==> src/rtl/serial_subtractor.sv <==
// Bit-serial WIDTH-bit subtractor: diff = a - b - bin, one bit per clock, LSB first,
// through a single full-subtractor cell and a borrow flip-flop with a start/busy/done handshake.
module serial_subtractor #(
    parameter int unsigned WIDTH = 4
) (
    input  logic             clk,
    input  logic             rst,
    input  logic             start,
    input  logic [WIDTH-1:0] a,
    input  logic [WIDTH-1:0] b,
    input  logic             bin,
    output logic             busy,
    output logic             done,
    output logic [WIDTH-1:0] diff,
    output logic             bout,
    output logic             ovf
);

    localparam int unsigned CW = $clog2(WIDTH + 1);

    typedef enum logic [1:0] {
        S_IDLE  = 2'd0,
        S_SHIFT = 2'd1,
        S_DONE  = 2'd2
    } state_t;

    state_t           r_state;
    logic [WIDTH-1:0] r_a;
    logic [WIDTH-1:0] r_b;
    logic [WIDTH-1:0] r_part;
    logic             r_br;
    logic [CW-1:0]    r_cnt;
    logic             r_a_msb;
    logic             r_b_msb;

    logic             w_ai;
    logic             w_bi;
    logic             w_d;
    logic             w_br_next;
    logic             w_last;
    logic [WIDTH-1:0] w_part_next;

    // Full-subtractor cell on the current LSBs and the running borrow
    assign w_ai        = r_a[0];
    assign w_bi        = r_b[0];
    assign w_d         = w_ai ^ w_bi ^ r_br;
    assign w_br_next   = (~w_ai & w_bi) | (~(w_ai ^ w_bi) & r_br);
    assign w_last      = (r_cnt == CW'(WIDTH - 1));
    assign w_part_next = {w_d, r_part[WIDTH-1:1]};

    always_ff @(posedge clk) begin
        if (rst) begin
            r_state <= S_IDLE;
            r_a     <= '0;
            r_b     <= '0;
            r_part  <= '0;
            r_br    <= 1'b0;
            r_cnt   <= '0;
            r_a_msb <= 1'b0;
            r_b_msb <= 1'b0;
            busy    <= 1'b0;
            done    <= 1'b0;
            diff    <= '0;
            bout    <= 1'b0;
            ovf     <= 1'b0;
        end else begin
            case (r_state)
                S_IDLE: begin
                    done <= 1'b0;
                    if (start) begin
                        r_a     <= a;
                        r_b     <= b;
                        r_br    <= bin;
                        r_cnt   <= '0;
                        r_a_msb <= a[WIDTH-1];
                        r_b_msb <= b[WIDTH-1];
                        busy    <= 1'b1;
                        r_state <= S_SHIFT;
                    end
                end
                S_SHIFT: begin
                    r_a    <= r_a >> 1;
                    r_b    <= r_b >> 1;
                    r_part <= w_part_next;
                    r_br   <= w_br_next;
                    r_cnt  <= r_cnt + CW'(1);
                    // Final bit: publish the result on the edge entering DONE
                    if (w_last) begin
                        diff    <= w_part_next;
                        bout    <= w_br_next;
                        ovf     <= (r_a_msb != r_b_msb) & (w_d != r_a_msb);
                        done    <= 1'b1;
                        r_state <= S_DONE;
                    end
                end
                S_DONE: begin
                    done    <= 1'b0;
                    busy    <= 1'b0;
                    r_state <= S_IDLE;
                end
                default: begin
                    done    <= 1'b0;
                    busy    <= 1'b0;
                    r_state <= S_IDLE;
                end
            endcase
        end
    end

endmodule

==> config.mk <==
export PLATFORM = sky130hd
export DESIGN_NAME = serial_subtractor
export DESIGN_NICKNAME = d
export VERILOG_FILES = /design/src/rtl/serial_subtractor.sv
export SDC_FILE = /design/constraint.sdc
export NUM_CORES = 1
export LEC_CHECK = 0
export ABC_AREA = 1
export BUFFER_PORTS_ARGS = -buffer_cell sky130_fd_sc_hd__buf_4
export CORE_ASPECT_RATIO = 1.2
export CORE_UTILIZATION = 48
export DETAILED_ROUTE_END_ITERATION = 7
export GPL_TIMING_DRIVEN = 0
export HOLD_SLACK_MARGIN = 0.12
export PLACE_DENSITY = 0.72
export SYNTH_ARGS = -nofsm -noshare
export SYNTH_HDL_FRONTEND = slang
export SYNTH_SLANG_ARGS = --single-unit
==> constraint.sdc <==
create_clock -name clk -period 1.25 [get_ports clk]
set_input_delay 0.0625 -clock clk [delete_from_list [all_inputs] [get_ports clk]]
set_output_delay 0.0625 -clock clk [all_outputs]
set_load 0.02 [all_outputs]
==> summary.txt, run 1 <==
Outcome
  • Status: complete, but fails checks
  • Failing checks: setup timing

Die
  • Chip Width: 47.48 um
  • Initial Util: 51.13%
  • DIE AREA: 2686 um^2
  • IO Pins: 20
  • Core box area: 2330 um^2
  • Row count: 19
  • Die Span Y: 56.57 um

STA
  • WHS: 0.4761 ns
  • Final setup fails: 1
  • Post-route minimum period: 1.301 ns
  • Final worst slack: -0.05135 ns
  • Clock Skew: 0.001324 ns
  • Fin. max-slew vios: 0
  • Slew headroom: 81.38%
  • Hold Vio Cnt, Final: 0
  • Achievable Freq: 768.4 MHz
  • Worst-margin pin slew: 0.2782 ns
  • Final period util: 104.1%
  • Final TNS setup: -0.05135 ns
  • RSZ-0062 raised after global routing: true

Logic synthesis
  • Yosys Warn Count: 0
  • Post-synth EDFFs: 0
  • Synth Register Bits: 27
  • Top FF cell, synth: dfxtp_1
  • Cell Area, Synth: 1191 um^2
  • Sequential area share after synthesis: 45.38%
  • Mapped Cells: 157
  • Mapped Nets: 172
  • Asr flop ratio synth: 0%
  • Number of distinct library cells after synthesis: 24
  • Syn avg cell area: 7.587 um^2

Global route
  • M1 GR Usage: 25.25%
  • Vias in the first global route: 974
  • Total track usage: 20.90%
  • Met3 Use GR: 2.894%
  • Initial antenna violation count: 0
  • GR Overflow Total: 0
  • GRT busiest layer: met2
  • GR Util met2: 35.23%
  • Largest net degree at the start of global routing: 15
  • First-pass GRT wire length: 4002 um

Pwr
  • PD cells: 1030 nW/um^2
  • Leakage: 0.0007197 uW
  • Peak VDD IR: 740.9 uV

Cells and area
  • Final core occ: 67.45%
  • Layout area overhead: 31.93%
  • Most common cell after layout, fill and taps aside: nand2_1
  • Fillers: 214
  • Fraction of layout cells with a size suffix above 1: 30.41%
  • Most frequent cells in the layout: nand2_1, nor2_1, buf_4
  • Ant. Diodes: 0
  • Nets@finish: 210

Placed design
  • Port Buf Inserts: 18
  • GPL Wtd Cong: 0.7355
  • Hpwl dp: 1748 um
  • Setup WS pre-CTS: -0.1270 ns

Setup path
  • CP Launch Type: flip-flop
  • WP data required: 1.49 ns
  • WP data arrival: 1.54 ns
  • Crit path kind: reg -> reg
  • Critical Path End Type: flip-flop
  • Crit path max fanout: 3

Clock tree
  • # clock sinks: 27
  • Num CTS Buffers: 3
  • Clk_lat worst skew: 0.32 ns
  • Clk buf depth: 2
  • H-tree depth reported by CTS: 1
  • Clock transition at path regs: 0.14 ns
  • Root buffer cell: clkbuf_4
  • CTS tree: yes

Detailed routing
  • Drt pass-1 iters: 4
  • DR DRC count: 0
  • Post-route ant nets: 0
  • DRT iter0 DRCs: 25
  • Via count: 1078
  • Final WL: 2474 um
  • Via-to-Cell Ratio: 4.791
  • Wire per inst: 11.00 um

Job
  • Max cap viols: 0

Min path
  • Hold Crit Class: reg -> reg
-- path summary, 6_finish.rpt --
kind                               start  depth (start not counted)  slack [ns]                    to
setup / recovery     r_b[0]$_SDFFE_PP0P_                          7       -0.05      ovf$_SDFFE_PP0P_
hold / removal    r_part[3]$_SDFFE_PP0N_                          2        0.48  diff[2]$_SDFFE_PP0P_
setup reg to reg     r_b[0]$_SDFFE_PP0P_                          7       -0.05      ovf$_SDFFE_PP0P_
hold reg to reg   r_part[3]$_SDFFE_PP0N_                          2        0.48  diff[2]$_SDFFE_PP0P_
-- metrics by stage --
| step | total power [uW] | std cells | instance area, um^2 |
|---|---|---|---|
| 5_1_grt | 1710 | 225 | 1572 |
| 3_5_place_dp | 1224 | 206 | 1365 |
| 6_report | 1619 | 225 | 1572 |
| 3_3_place_gp | 1214 | 206 | 1365 |
| 4_1_cts | 1621 | 223 | 1524 |
| 2_1_floorplan | 1145 | 157 | 1191 |
-- worst max-delay path: stages, from the launching register on --
cell	delay [ns]
dfxtp_2	0.35
inv_2	0.04
fa_1	0.56
nor2_1	0.05
nand2_1	0.05
nand3_1	0.07
nand2_1	0.06
inv_1	0.03
-- final cells by class --
class | count | area [um^2] | share of cell area [%]
Timing Repair Buffer | 33 | 275.3 | 17.52
Multi-Input combinational cell | 107 | 570.5 | 36.31
Sequential cell | 27 | 548.0 | 34.87
Buffer | 4 | 38.79 | 2.468
Inverter | 19 | 73.82 | 4.697
Tap cell | 31 | 38.79 | 2.468
Clock buffer | 4 | 26.28 | 1.672
-- cell families (layout without fill, tap and decap cells) --
logic type	after synthesis	after routing	share of synthesized area, %
simple gates	82	82	29.83
flops	27	27	45.38
buf+inv	23	60	9.243
compound gates	22	22	11.76
fa+ha+maj	3	3	3.781
-- repair_timing --
action | 4_1_cts | 5_1_grt
cloned | 0 | 0
pin swaps | 5 | 4
setup buffers | 2 | 2
hold buffers | 11 | 0
resized for setup | 7 | 12
endpoints found under the hold margin | 15 | 0
setup endpoints to repair | 6 | 9
-- where the power goes --
group	total, uW	switching [uW]	internal [uW]
clock	375	250	125
combinational	305	166	139
sequential	938	28.2	910
total	1620	445	1170
-- per-layer routing --
layer	share of wire (%)	vias to the layer above
met2	52	28
met5	0	-
met1	43	485
met3	3.9	5
met4	1.6	0
li1	-	560
-- flip-flops by register name (all words and copies together), names as in the netlist --
signal and flops:
bout 1, busy 1, diff 4, done 1, ovf 1, r_a 4, r_a_msb 1, r_b 4
r_b_msb 1, r_br 1, r_cnt 3, r_part 3, r_state 2
-- cell usage after synthesis, types with 2 or more instances --
cell | instances | area share, %
nand2_1 | 38 | 12
nor2_1 | 28 | 8.8
dfxtp_1 | 27 | 45
inv_1 | 16 | 5.0
a21oi_1 | 8 | 3.4
o21ai_0 | 7 | 2.9
nand3_1 | 6 | 2.5
nand2_2 | 5 | 2.6
o21ai_2 | 4 | 2.9
ha_1 | 2 | 2.1
inv_2 | 2 | 0.63
nor2_4 | 2 | 1.9
Note: power is estimated with default switching activity, not from simulation.
==> inputs of run 2 (changes only) <==
--- a/config.mk
+++ b/config.mk
@@ -11,7 +11,7 @@
 export CORE_UTILIZATION = 48
 export DETAILED_ROUTE_END_ITERATION = 7
 export GPL_TIMING_DRIVEN = 0
-export HOLD_SLACK_MARGIN = 0.12
+export MAX_ROUTING_LAYER = met4
 export PLACE_DENSITY = 0.72
 export SYNTH_ARGS = -nofsm -noshare
 export SYNTH_HDL_FRONTEND = slang
==> summary.txt, run 2 (synthesis results as in run 1) <==
Cells and area
  • Most frequent cells in the layout: nand2_1, nor2_1, buf_4
  • Area of the multi-input gates: 570.5 um^2 (unchanged)
  • Fraction of layout cells with a size suffix above 1: 32.07% (+1.7 points)
  • Layout area overhead: 23.53%
  • Ant. Diodes: 0 (unchanged)
  • Register area: 548.0 um^2 (unchanged)
  • Largest regs: diff: 4 flops, r_a: 4 flops, r_b: 4 flops
  • Fillers: 232 (+8.4%)
  • Nets@finish: 200 (-4.8%)
  • Most common cell after layout, fill and taps aside: nand2_1
  • Fin cells: 215 (-4.4%)
  • Final instance area: 1471 um^2 (-6.4%)

Min path
  • Hold Crit Class: in -> reg

STA
  • Worst-margin pin slew: 0.2756 ns (-0.002626 ns)
  • Final setup fails: 1 (unchanged)
  • Final period util: 104.4% (+0.29 points)
  • Slew headroom: 81.56% (+0.18 points)
  • Post-route minimum period: 1.305 ns (+0.003684 ns)
  • Achievable Freq: 766.3 MHz (-0.28%)
  • Fin. max-slew vios: 0 (unchanged)
  • Final worst slack: -0.05503 ns (-0.003684 ns)
  • WHS: 0.02116 ns (-0.4550 ns)
  • RSZ-0062 raised after global routing: true
  • Clock Skew: 0.002000 ns (+0.0006759 ns)
  • Hold Vio Cnt, Final: 0 (unchanged)

Setup path
  • Buffer and inverter count on the worst path: 1 (-1)
  • WP data required: 1.49 ns (about the same)
  • CP max-delay cell: fa_1
  • Critical Path End Type: flip-flop
  • CP cell instances: fa_1 -> nor2_1 -> nand2_1 -> nand3_1 -> nand2_1 -> inv_1
  • WP data arrival: 1.54 ns (about the same)
  • Crit path kind: reg -> reg
  • Crit path max fanout: 3 (unchanged)
  • CP Launch Type: flip-flop
  • Slowest cell delay on critical path: 0.59 ns (+0.03 ns)
  • CP delay by family, top: adder cells
  • Crit path top cell by count: nand2_1

Pwr
  • Sw Pwr: 434.3 uW (-2.3%)
  • Leakage: 0.0006779 uW (-5.8%)
  • Peak VDD IR: 731.2 uV (-1.3%)
  • Combinational share of power: 17.6% (-1.3 points)
  • PD cells: 1080 nW/um^2 (+4.8%)
  • Clock power share: 23.2% (about the same)
  • Internal power: 1154 uW (-1.7%)
  • Sw Ratio: 27.34% (-0.12 points)
  • Share of total power in sequential cells: 59.1% (+1.1 points)

Detailed routing
  • Drt pass-1 iters: 4 (unchanged)
  • Final WL: 2365 um (-4.4%)
  • DRT iter0 DRCs: 27 (+8.0%)
  • DR DRC count: 0 (unchanged)
  • Via-to-Cell Ratio: 4.833 (+0.87%)
  • Post-route ant nets: 0 (unchanged)
  • Wire per inst: 11.00 um (about the same)
  • Via count: 1039 (-3.6%)

Placed design
  • Setup WS pre-CTS: -0.1270 ns (unchanged)
  • GPL Wtd Cong: 0.7445 (+1.2%)
  • Cells after DPL: 206 (unchanged)
  • Port Buf Inserts: 18 (unchanged)
  • Hpwl dp: 1748 um (unchanged)
  • Placed instance area: 1365 um^2 (unchanged)

Die
  • Core box area: 2330 um^2 (unchanged)
  • IO Pins: 20 (unchanged)
  • DIE AREA: 2686 um^2 (unchanged)
  • Chip Width: 47.48 um (unchanged)
  • Die Span Y: 56.57 um (unchanged)
  • Row count: 19 (unchanged)
  • Initial Util: 51.13% (unchanged)

Clock tree
  • Clk_lat worst skew: 0.32 ns (about the same)
  • Clock transition at path regs: 0.14 ns (about the same)
  • H-tree depth reported by CTS: 1 (unchanged)
  • # clock sinks: 27 (unchanged)
  • Root buffer cell: clkbuf_4
  • CTS tree: yes
  • Num CTS Buffers: 3 (unchanged)
  • Clk buf depth: 2 (unchanged)

Global route
  • First-pass GRT wire length: 3781 um (-5.5%)
  • Total track usage: 20.28% (-0.62 points)
  • GR Overflow Total: 0 (unchanged)
  • Initial antenna violation count: 0 (unchanged)
  • Largest net degree at the start of global routing: 15 (unchanged)
  • Vias in the first global route: 921 (-5.4%)

Outcome
  • Status: complete, but fails checks
  • Failing checks: setup timing

Job
  • Max cap viols: 0 (unchanged)
## run 2: cell types whose count changed in the layout (fill, tap and decap cells not counted)
cell           delta
dlygate4sd3_1    -10
## run 2: cell type report
cell class	count	share of cell area, %
multi-input cells	107	38.78
flip-flops and latches	27	37.24
repair buffers	23	11.90
inverters	19	5.017
plain buffers	4	2.636
well taps	31	2.636
clock buffers	4	1.786
## run 2: worst min-delay path, cell delays in order
cell	delay [ns]
buf_4	0.11
nand2_1	0.08
a21oi_1	0.06
## run 2: path summary, 6_finish.rpt
check	start	to	slack, ns	depth (start not counted)
min reg2reg	r_part[3]$_SDFFE_PP0N_	diff[2]$_SDFFE_PP0P_	0.48	2
max reg2reg	r_a[0]$_SDFFE_PP0P_	ovf$_SDFFE_PP0P_	-0.06	6
min	b[3]	r_b_msb$_SDFFE_PP0P_	0.02	3
max	r_a[0]$_SDFFE_PP0P_	ovf$_SDFFE_PP0P_	-0.06	6
## run 2: layer usage
layer | GRT usage [%] | vias to the layer above | wire [um]
met5 | - | - | 0
met4 | 8.571 | 0 | 40
met3 | 3.859 | 5 | 75
met2 | 32.09 | 23 | 1222
met1 | 24.24 | 473 | 1027
li1 | - | 538 | -
## run 2: what timing repair did
item / in CTS / in global routing
hold endpoints to repair: 9 / 0
gates resized for setup: 7 / 12
setup endpoints to repair: 6 / 10
setup buffers: 2 / 2
pin swaps: 5 / 4
hold buffers: 1 / 0
## run 2: power groups by stage
stage	combinational [uW]	sequential [uW]	clock, uW
detailed placement	271	953	0
floorplan	193	952	0
CTS	278	936	383
global placement	263	951	0
global route	319	945	422
finish	280	939	369
## run 2: through the flow
step	setup TNS [ns]	utilization, %	power, uW
finish	-0.05503	63.16	1588
global route	-0.3535	63.16	1686
CTS	-0.1137	61.12	1597
detailed placement	-0.5910	58.59	1224
global placement	-0.3673	58.59	1214
floorplan	0	-	1145
